$ cat src/rtl/uart_cfg_pkg.sv
// Shared types for the UART line-configuration sequencer: FSM states, the
// tuner configuration record and the stop-bit legality check.
package uart_cfg_pkg;

    typedef enum logic [2:0] {
        ST_BOOT,
        ST_IDLE,
        ST_HOLD,
        ST_APPLY,
        ST_SETTLE,
        ST_DONE
    } state_e;

    typedef struct packed {
        logic [31:0] br;
        logic [1:0]  sbl;
        logic        parity_on;
        logic        seniority_h;
        logic        parity_set;
    } uart_cfg_t;

    localparam uart_cfg_t UART_CFG_DEFAULT = '{
        br:          32'd115_200,
        sbl:         2'd1,
        parity_on:   1'b0,
        seniority_h: 1'b0,
        parity_set:  1'b0
    };

    function automatic logic sbl_legal(input logic [1:0] sbl);
        return (sbl == 2'd1) || (sbl == 2'd2);
    endfunction

endpackage

$ cat src/rtl/uart_quiet_detector.sv
// Counts consecutive idle cycles and total cycles while enabled; flags the
// cycle on which either count reaches its limit.
module uart_quiet_detector
#(
    parameter int unsigned QUIET_CYCLES  = 2,
    parameter int unsigned DRAIN_TIMEOUT = 1_000_000
) (
    input  logic clk,
    input  logic rst_l,
    input  logic en,
    input  logic idle,
    output logic quiet,
    output logic timeout
);

    localparam int QW = $clog2(QUIET_CYCLES + 1);
    localparam int DW = $clog2(DRAIN_TIMEOUT + 1);

    logic [QW-1:0] quiet_cnt_q;
    logic [DW-1:0] drain_cnt_q;

    // Both flags look one step ahead so the FSM can leave on the reaching cycle.
    assign quiet   = en && idle && (quiet_cnt_q == QW'(QUIET_CYCLES - 1));
    assign timeout = en && (drain_cnt_q == DW'(DRAIN_TIMEOUT - 1));

    always_ff @(posedge clk or negedge rst_l) begin
        if (!rst_l) begin
            quiet_cnt_q <= '0;
            drain_cnt_q <= '0;
        end else if (!en) begin
            quiet_cnt_q <= '0;
            drain_cnt_q <= '0;
        end else begin
            quiet_cnt_q <= idle ? quiet_cnt_q + 1'b1 : '0;
            drain_cnt_q <= drain_cnt_q + 1'b1;
        end
    end

endmodule

$ cat src/rtl/uart_cfg_sequencer.sv
// Guards run-time reconfiguration of the UART tuner: validates a request,
// holds off TX, waits for a quiet line, then drives the bus and set strobe.
module uart_cfg_sequencer
    import uart_cfg_pkg::*;
#(
    parameter int unsigned CLK_FREQ      = 100_000_000,
    parameter int unsigned DEFAULT_BR    = 115_200,
    parameter int unsigned QUIET_CYCLES  = 2,
    parameter int unsigned SET_PULSE_LEN = 2,
    parameter int unsigned DRAIN_TIMEOUT = 1_000_000
) (
    input  logic        clk,
    input  logic        rst_l,
    input  logic        req_valid,
    output logic        req_ready,
    input  logic [31:0] req_br,
    input  logic [1:0]  req_sbl,
    input  logic        req_parity_on,
    input  logic        req_seniority_h,
    input  logic        req_parity_set,
    input  logic        tx_ready,
    input  logic        rx_ready,
    output logic        tx_hold,
    output logic [31:0] cfg_br,
    output logic [1:0]  cfg_sbl,
    output logic        cfg_parity_on,
    output logic        cfg_seniority_h,
    output logic        cfg_parity_set,
    output logic        set_l,
    output logic        busy,
    output logic        done,
    output logic        cfg_err,
    output logic        timeout_err
);

    if (QUIET_CYCLES < 1 || SET_PULSE_LEN < 1 || DRAIN_TIMEOUT <= QUIET_CYCLES
        || CLK_FREQ == 0) begin : g_bad_params
        $error("uart_cfg_sequencer: illegal parameter combination");
    end

    localparam int PW = (SET_PULSE_LEN > 1) ? $clog2(SET_PULSE_LEN) : 1;

    localparam uart_cfg_t BOOT_CFG = '{
        br:          32'(DEFAULT_BR),
        sbl:         UART_CFG_DEFAULT.sbl,
        parity_on:   UART_CFG_DEFAULT.parity_on,
        seniority_h: UART_CFG_DEFAULT.seniority_h,
        parity_set:  UART_CFG_DEFAULT.parity_set
    };

    state_e    state_q, state_d;
    uart_cfg_t shadow_q, shadow_d;
    uart_cfg_t cfg_q, cfg_d;
    uart_cfg_t req_cfg;
    logic [PW-1:0] pulse_cnt_q, pulse_cnt_d;
    logic boot_q, boot_d;
    logic set_l_q, tx_hold_q, req_ready_q, busy_q, done_q, cfg_err_q, timeout_err_q;
    logic set_l_d, tx_hold_d, req_ready_d, busy_d, done_d, cfg_err_d, timeout_err_d;
    logic hold_en, quiet, drain_timeout, accept;

    assign req_cfg = '{br: req_br, sbl: req_sbl, parity_on: req_parity_on,
                       seniority_h: req_seniority_h, parity_set: req_parity_set};
    assign hold_en = (state_q == ST_HOLD);
    assign accept  = req_valid && req_ready_q;

    uart_quiet_detector #(
        .QUIET_CYCLES (QUIET_CYCLES),
        .DRAIN_TIMEOUT(DRAIN_TIMEOUT)
    ) u_quiet (
        .clk    (clk),
        .rst_l  (rst_l),
        .en     (hold_en),
        .idle   (tx_ready && rx_ready),
        .quiet  (quiet),
        .timeout(drain_timeout)
    );

    always_comb begin
        state_d       = state_q;
        shadow_d      = shadow_q;
        cfg_d         = cfg_q;
        pulse_cnt_d   = '0;
        boot_d        = boot_q;
        cfg_err_d     = 1'b0;
        timeout_err_d = 1'b0;

        case (state_q)
            ST_BOOT: state_d = ST_APPLY;
            ST_IDLE: begin
                if (accept) begin
                    shadow_d = req_cfg;
                    if (req_br == 32'd0 || !sbl_legal(req_sbl)) cfg_err_d = 1'b1;
                    else                                         state_d   = ST_HOLD;
                end
            end
            ST_HOLD: begin
                // A quiet window completing on the timeout cycle still applies.
                if (quiet) begin
                    state_d = ST_APPLY;
                end else if (drain_timeout) begin
                    state_d       = ST_IDLE;
                    timeout_err_d = 1'b1;
                end
            end
            ST_APPLY: begin
                if (pulse_cnt_q == PW'(SET_PULSE_LEN - 1)) state_d     = ST_SETTLE;
                else                                       pulse_cnt_d = pulse_cnt_q + 1'b1;
            end
            ST_SETTLE: begin
                state_d = boot_q ? ST_IDLE : ST_DONE;
                boot_d  = 1'b0;
            end
            ST_DONE: state_d = ST_IDLE;
            default: state_d = ST_BOOT;
        endcase

        if (state_d == ST_APPLY && state_q != ST_APPLY) cfg_d = boot_q ? BOOT_CFG : shadow_q;

        // Outputs are registered from the next state so they line up with it.
        set_l_d     = (state_d != ST_APPLY);
        tx_hold_d   = (state_d != ST_IDLE) && (state_d != ST_DONE);
        req_ready_d = (state_d == ST_IDLE);
        busy_d      = (state_d != ST_IDLE);
        done_d      = (state_d == ST_DONE);
    end

    always_ff @(posedge clk or negedge rst_l) begin
        if (!rst_l) begin
            state_q       <= ST_BOOT;
            boot_q        <= 1'b1;
            pulse_cnt_q   <= '0;
            shadow_q      <= BOOT_CFG;
            cfg_q         <= BOOT_CFG;
            set_l_q       <= 1'b1;
            tx_hold_q     <= 1'b1;
            req_ready_q   <= 1'b0;
            busy_q        <= 1'b1;
            done_q        <= 1'b0;
            cfg_err_q     <= 1'b0;
            timeout_err_q <= 1'b0;
        end else begin
            state_q       <= state_d;
            boot_q        <= boot_d;
            pulse_cnt_q   <= pulse_cnt_d;
            shadow_q      <= shadow_d;
            cfg_q         <= cfg_d;
            set_l_q       <= set_l_d;
            tx_hold_q     <= tx_hold_d;
            req_ready_q   <= req_ready_d;
            busy_q        <= busy_d;
            done_q        <= done_d;
            cfg_err_q     <= cfg_err_d;
            timeout_err_q <= timeout_err_d;
        end
    end

    assign req_ready       = req_ready_q;
    assign tx_hold         = tx_hold_q;
    assign set_l           = set_l_q;
    assign busy            = busy_q;
    assign done            = done_q;
    assign cfg_err         = cfg_err_q;
    assign timeout_err     = timeout_err_q;
    assign cfg_br          = cfg_q.br;
    assign cfg_sbl         = cfg_q.sbl;
    assign cfg_parity_on   = cfg_q.parity_on;
    assign cfg_seniority_h = cfg_q.seniority_h;
    assign cfg_parity_set  = cfg_q.parity_set;

endmodule

$ cat config.mk
export PLATFORM = sky130hd
export DESIGN_NAME = uart_cfg_sequencer
export DESIGN_NICKNAME = d
export VERILOG_FILES = /design/src/rtl/uart_cfg_pkg.sv /design/src/rtl/uart_quiet_detector.sv /design/src/rtl/uart_cfg_sequencer.sv
export SDC_FILE = /design/constraint.sdc
export NUM_CORES = 1
export LEC_CHECK = 0
export BUFFER_PORTS_ARGS = -buffer_cell sky130_fd_sc_hd__buf_2
export CORE_ASPECT_RATIO = 1.75
export CORE_MARGIN = 1.5
export CORE_UTILIZATION = 60
export DETAILED_ROUTE_END_ITERATION = 10
export PLACE_DENSITY = 0.89
export SKIP_CTS_REPAIR_TIMING = 1
export SLEW_MARGIN = 0
export SYNTH_ARGS = -nofsm -noshare
export SYNTH_HDL_FRONTEND = slang
export SYNTH_SLANG_ARGS = --single-unit
$ cat constraint.sdc
create_clock -name clk -period 5.1 [get_ports clk]
set_input_delay 1.02 -clock clk [delete_from_list [all_inputs] [get_ports clk]]
set_output_delay 1.02 -clock clk [all_outputs]
set_load 0.01 [all_outputs]
After elaboration in Yosys (flattened, before gate mapping)
Index checks and enable logic that the tools add are counted.
- bits in registers: 108
- bits in latches: 0
- memory bits (writable): 0
- ROM bits: 0
- output and inout bits: 44
- word-level logic and storage cells: 73
- memories kept: 0
- add/sub/neg operators: 3
- multiply operators: 0
- divide/modulo/power cells: 0
- $lt $le $gt $ge: 0
- equal/unequal tests: 16
- shift-type cells: 0
- mux-type cells: 19
- bitwise operators: 0
- reduce and logical (&&, ||, !) cells: 13
- operators with widths (operator ; number):
    two-way mux 37 bit ; 1
    zero test 32 bit ; 1
    adder 20 x 1 -> 20 bit, second input constant ; 1
    equality test 20 bit, second input constant ; 1
    two-way mux 20 bit ; 1
    two-way mux 3 bit ; 6
    case mux 3 bit (6 select lines) ; 1
    equality test 3 x 2 -> 1 bit, second input constant ; 3
    equality test 3 bit, second input constant ; 3
    two-way mux 1 bit ; 8
    logical AND 1 bit ; 7
    equality test 3 x 1 -> 1 bit, second input constant ; 2
    != test 3 x 2 -> 1 bit, second input constant ; 2
    equality test 2 x 1 -> 1 bit, second input constant ; 2
    two-way mux 2 bit ; 2
    zero test 3 bit ; 1
    != test 3 x 1 -> 1 bit, second input constant ; 1
    != test 3 bit, second input constant ; 1
    adder 2 x 1 -> 2 bit, second input constant ; 1
    equality test 2 bit, second input constant ; 1
    logical OR 1 bit ; 2
    AND reduction 2 bit ; 1
    adder 1 bit, second input constant ; 1
    zero test 1 bit ; 1

Longest topological paths before layout
- word-level depth: 9
- gate-level depth with buffers: 10

Hierarchy
From an unflattened synthesis, not the netlist that was laid out.
- cell total of the unflattened synthesis: 370
- area, all modules: 4779.6 µm²
- modules (own cells, without submodules) (module ; instances ; cells an instance ; area an instance (µm²) ; seq. area each (µm²)):
    uart_cfg_sequencer ; 1 ; 257 ; 3683.5 ; 2169.6
    uart_quiet_detector ; 1 ; 113 ; 1096.1 ; 550.5

Worst setup path after synthesis
Ideal clock, no wire load.
- path type: input-to-reg
- start: input port req_br[24]
- end: register cfg_q, in the netlist cfg_br[0]
- arrival: 2.574 ns
- data required time: 4.975 ns
- slack: 2.401 ns
- stages on the path: 8
- buffers on the path: 2
- cells stage by stage: nor4_1 nand4_1 o21ai_0 a211o_1 and3_1 buf_6 buf_12 mux2_4
- word-level cells in the longest chain between the ends: 7
- RTL lines (element ; line ; source):
    from (decl) ; uart_cfg_sequencer.sv:16 ; input logic [31:0] req_br,
    zero test 32 bit ; uart_cfg_sequencer.sv:92 ; if (req_br == 32'd0 || !sbl_legal(req_sbl)) cfg_err_d = 1'b1;
    logical OR 1 bit ; uart_cfg_sequencer.sv:92 ;
    two-way mux 3 bit ; uart_cfg_sequencer.sv:92 ;
    two-way mux 3 bit ; uart_cfg_sequencer.sv:90 ; if (accept) begin
    case mux 3 bit (6 select lines) ; uart_cfg_sequencer.sv:87 ; case (state_q)
    net state_d[0] ; uart_cfg_sequencer.sv:51 ; state_e state_q, state_d;
    equality test 3 x 2 -> 1 bit ; uart_cfg_sequencer.sv:117 ; if (state_d == ST_APPLY && state_q != ST_APPLY) cfg_d = boot_q ? BOOT_CFG : shadow_q;
    logical AND 1 bit ; uart_cfg_sequencer.sv:117 ;
    to (signal assigned) ; uart_cfg_sequencer.sv:146 ; cfg_q <= cfg_d;
    to (decl) ; uart_cfg_sequencer.sv:53 ; uart_cfg_t cfg_q, cfg_d;
The timed path passes the listed nets, and every way through them passes these cells.
A chain may end at the register's enable or synchronous reset.

Final worst setup path
- start: input port req_br[25]
- end: register cfg_q, in the netlist cfg_br[21]
The elaborated chain is that of the path after synthesis.

==> impl_metrics.json <==
{
  "die_w_um": 70.0,
  "clock_power_share": 0.212,
  "ant_nets": 0,
  "critPathLaunchType": "input pin",
  "fillCellCount": 513,
  "synth_cells": 359,
  "critPathCaptureType": "flip-flop",
  "fin_cells": 535,
  "antenna_found_initial": 0,
  "worstPathBufferInverterCount": 2,
  "power_mw": 3.49,
  "dieArea_mm2": 0.00842,
  "finalCritPeriodShare": 0.649,
  "clock_latency_ps": 350,
  "cts_tree": "yes",
  "grt_pass1_wl_mm": 15.7,
  "die_y_um": 120,
  "hold_viol": 0,
  "clk_pin_slew_ps": 70,
  "critical_path.max_stage_delay_ps": 520,
  "min_path_type": "reg2reg",
  "cap_violations": 0,
  "worst_pin_slew_ps": 948,
  "post-route-util": 0.724,
  "firstDrtPassIters": 4,
  "gp_congestion": 0.871,
  "wl_per_cell_um": 17.8,
  "cts_max_level": 3,
  "critical_path_class": "in2reg",
  "critPathArrivalTime_ps": 3540,
  "cts_inserted_buffers": 9,
  "rsz0062_at_grt": "false",
  "post-dp-hpwl_mm": 6.49,
  "synth.net_count": 403,
  "fin_worst_skew_ps": 8.46,
  "switchingPower_mw": 1.05,
  "root_buffer": "clkbuf_16",
  "grt_pass1_vias": 3303,
  "yosys_warnings": 0,
  "switching_share": 0.300,
  "viasPerCell": 5.76,
  "first_iter_violations": 182,
  "crit_fanout": 37,
  "setup_viol": 0,
  "cts.sinks": 108,
  "seqPwrFrac": 0.409,
  "rows": 42,
  "cpMaxStageDelayCell": "buf_4",
  "path_cells": "buf_2 > nor4_1 > nand4_1 > o21ai_0 > a211o_1 > and3_2 > buf_4 > mux2_2",
  "finalMaxSlewViolations": 0,
  "hold_slack_ps": 447,
  "grt_overflow": 0,
  "max_freq_mhz": 302,
  "track_usage": 0.243,
  "relSlewSlack": 0.368,
  "outcome": "finished, final reports clean",
  "syn_area_per_cell_um2": 13.1,
  "core_area_mm2": 0.00757,
  "drc": 0,
  "synth_xor_area_frac": 0.0334,
  "clockBufferDepth": 2,
  "start_util": 0.623,
  "combPwrFrac": 0.379,
  "irDropWorstVdd_mv": 0.384,
  "leakage_nw": 2.54,
  "port_buffers": 85,
  "yosys.area_share.adder": 0.00531,
  "syn2layout_area_growth_pct": 16.2,
  "drive_above_1_share": 0.427,
  "wl_mm": 9.52,
  "ys_seq_area_frac": 0.577,
  "synthSimpleGateAreaFrac": 0.139,
  "io_pins": 86,
  "layout_min_cycle_time_ps": 3310,
  "post-place-cells": 519,
  "nets": 486,
  "tns_ps": 0,
  "synth.distinct_cells": 42,
  "synth_top_family_by_area": "multiplexers",
  "synth-compound-area-share": 0.0180,
  "synthMuxAreaShare": 0.195,
  "cp_data_required_time_ps": 5330,
  "syn_area_mm2": 0.00472,
  "cp_top_family": "simple AND/OR/NAND/NOR gates",
  "antenna_cells": 0,
  "cell_internal_pwr_mw": 2.44,
  "grt_max_degree": 80,
  "ys_ff_latch": 108,
  "vias": 3079,
  "power_density_mw_per_mm2": 637
}
-- worst paths after layout --
| path | endpoint | slack, ps | cells past startpoint | from |
|---|---|---|---|---|
| setup / recovery | cfg_br[21]$_DFFE_PN0P_ | 1790 | 8 | req_br[25] |
| hold / removal | u_quiet.quiet_cnt_q[0]$_DFF_PN0_ | 450 | 1 | u_quiet.quiet_cnt_q[0]$_DFF_PN0_ |
| setup reg to reg | cfg_br[21]$_DFFE_PN0P_ | 1890 | 7 | u_quiet.drain_cnt_q[12]$_DFF_PN0_ |
| hold reg to reg | u_quiet.quiet_cnt_q[0]$_DFF_PN0_ | 450 | 1 | u_quiet.quiet_cnt_q[0]$_DFF_PN0_ |
| max in group asynchronous | cfg_seniority_h$_DFFE_PN0P_ | 3310 | 2 | rst_l |
| min in group asynchronous | u_quiet.drain_cnt_q[7]$_DFF_PN0_ | 820 | 1 | rst_l |
-- power by group through the flow --
stage	sequential (mW)	clock [mW]	combinational, mW
floorplan	1.47	0	0.999
global placement	1.42	0	1.27
detailed placement	1.44	0	1.32
CTS	1.43	0.754	1.34
global route	1.47	0.783	1.43
finish	1.43	0.741	1.32
-- cells by family (layout without fill, tap and decap cells) --
group,Yosys count,count (layout)
and+or+nand+nor,120,120
DFF,108,108
muxes,74,74
buffers and inverters,25,113
xor gates and xnor gates,18,18
AOI/OAI and AO/OA,12,12
adders and majority gates,2,2
-- layout make-up --
type / instances / area (um2) / share of cell area
multi-input cells: 226 / 1850 / 0.337
repair buffers: 88 / 450 / 0.0822
well taps: 88 / 110 / 0.0201
clock inverters: 4 / 73.8 / 0.0135
inverters: 9 / 33.8 / 0.00616
clock buffers: 12 / 246 / 0.0450
flip-flops and latches: 108 / 2720 / 0.496
-- layer usage --
| layer | vias to the layer above | part of all wire | global-route usage |
|---|---|---|---|
| met4 | 0 | 0.048 | 0.154 |
| met2 | 99 | 0.54 | 0.401 |
| met3 | 34 | 0.037 | 0.0508 |
| li1 | 1399 | - | - |
| met5 | - | 0 | 0 |
| met1 | 1547 | 0.37 | 0.288 |
-- synth_stat cells, drive strengths merged --
| cell | count | area, um2 |
|---|---|---|
| nor3 | 4 | 20.0 |
| nand4 | 4 | 25.0 |
| dfrtp | 94 | 2350 |
| or4b | 1 | 10.0 |
| clkbuf | 10 | 37.5 |
| o21a | 1 | 7.51 |
| mux2i | 5 | 50.1 |
| xor2 | 14 | 123 |
| or3 | 1 | 6.26 |
| nor2b | 33 | 206 |
| o22ai | 1 | 6.26 |
| mux2 | 69 | 871 |
| a21o | 1 | 7.51 |
| a21oi | 1 | 5.00 |
| or2 | 2 | 12.5 |
| nor2 | 31 | 116 |
| nand3 | 10 | 50.1 |
| buf | 6 | 78.8 |
| nand2 | 10 | 37.5 |
| o21bai | 2 | 15.0 |
| dfstp | 14 | 368 |
| and3 | 3 | 18.8 |
| o21ai | 2 | 10.0 |
| inv | 9 | 33.8 |
| a211o | 1 | 8.76 |
| nand3b | 1 | 7.51 |
| a32o | 1 | 10.0 |
| and4b | 1 | 10.0 |
| nor4 | 11 | 75.1 |
| nand2b | 4 | 25.0 |
| xnor2 | 4 | 35.0 |
| nand4b | 1 | 8.76 |
| or4 | 2 | 18.8 |
| a211oi | 1 | 7.51 |
| ha | 2 | 25.0 |
| a22oi | 1 | 7.51 |
| or3b | 1 | 8.76 |
-- registers in the layout (all words and copies together), names as in the netlist, 2 cells and up --
name and flops:
cfg_sbl 2, u_quiet.drain_cnt_q 20, shadow_q 37, u_quiet.quiet_cnt_q 2
cfg_br 32, state_q 3
-- worst register-to-register path, delay by kind of cell, from the launching register on --
| family | cells | cell delay (ps) |
|---|---|---|
| flip-flops | 1 | 430 |
| AND/OR/NAND/NOR | 3 | 1290 |
| buffers and inverters | 1 | 520 |
| AO/OA/AOI/OAI | 2 | 420 |
| multiplexers | 1 | 450 |
-- cells in the final DEF, fill, tap and decap left out, types with 2 or more instances in the layout --
cell	n
dfrtp_1	94
buf_2	84
mux2_2	44
nor2b_1	33
nor2_1	31
mux2_4	25
xor2_1	14
dfstp_2	14
nand3_1	10
nand2_1	10
nor4_1	10
inv_1	9
clkbuf_16	9
mux2i_1	5
nor3_1	4
xnor2_1	4
nand2b_1	4
nand4_1	4
buf_4	4
or2_2	2
and3_1	2
o21ai_0	2
o21bai_1	2
ha_1	2
bufinv_16	2
clkbuf_1	2
-- metrics by stage --
stage | area [um2] | setup WS (ps)
after global placement | 5160 | 1530
after detailed placement | 5160 | 1490
after CTS | 5480 | 1820
final | 5480 | 1790
after global routing | 5480 | 1660
after floorplan | 4720 | 2400
Note: power is estimated with default switching activity, not from simulation.
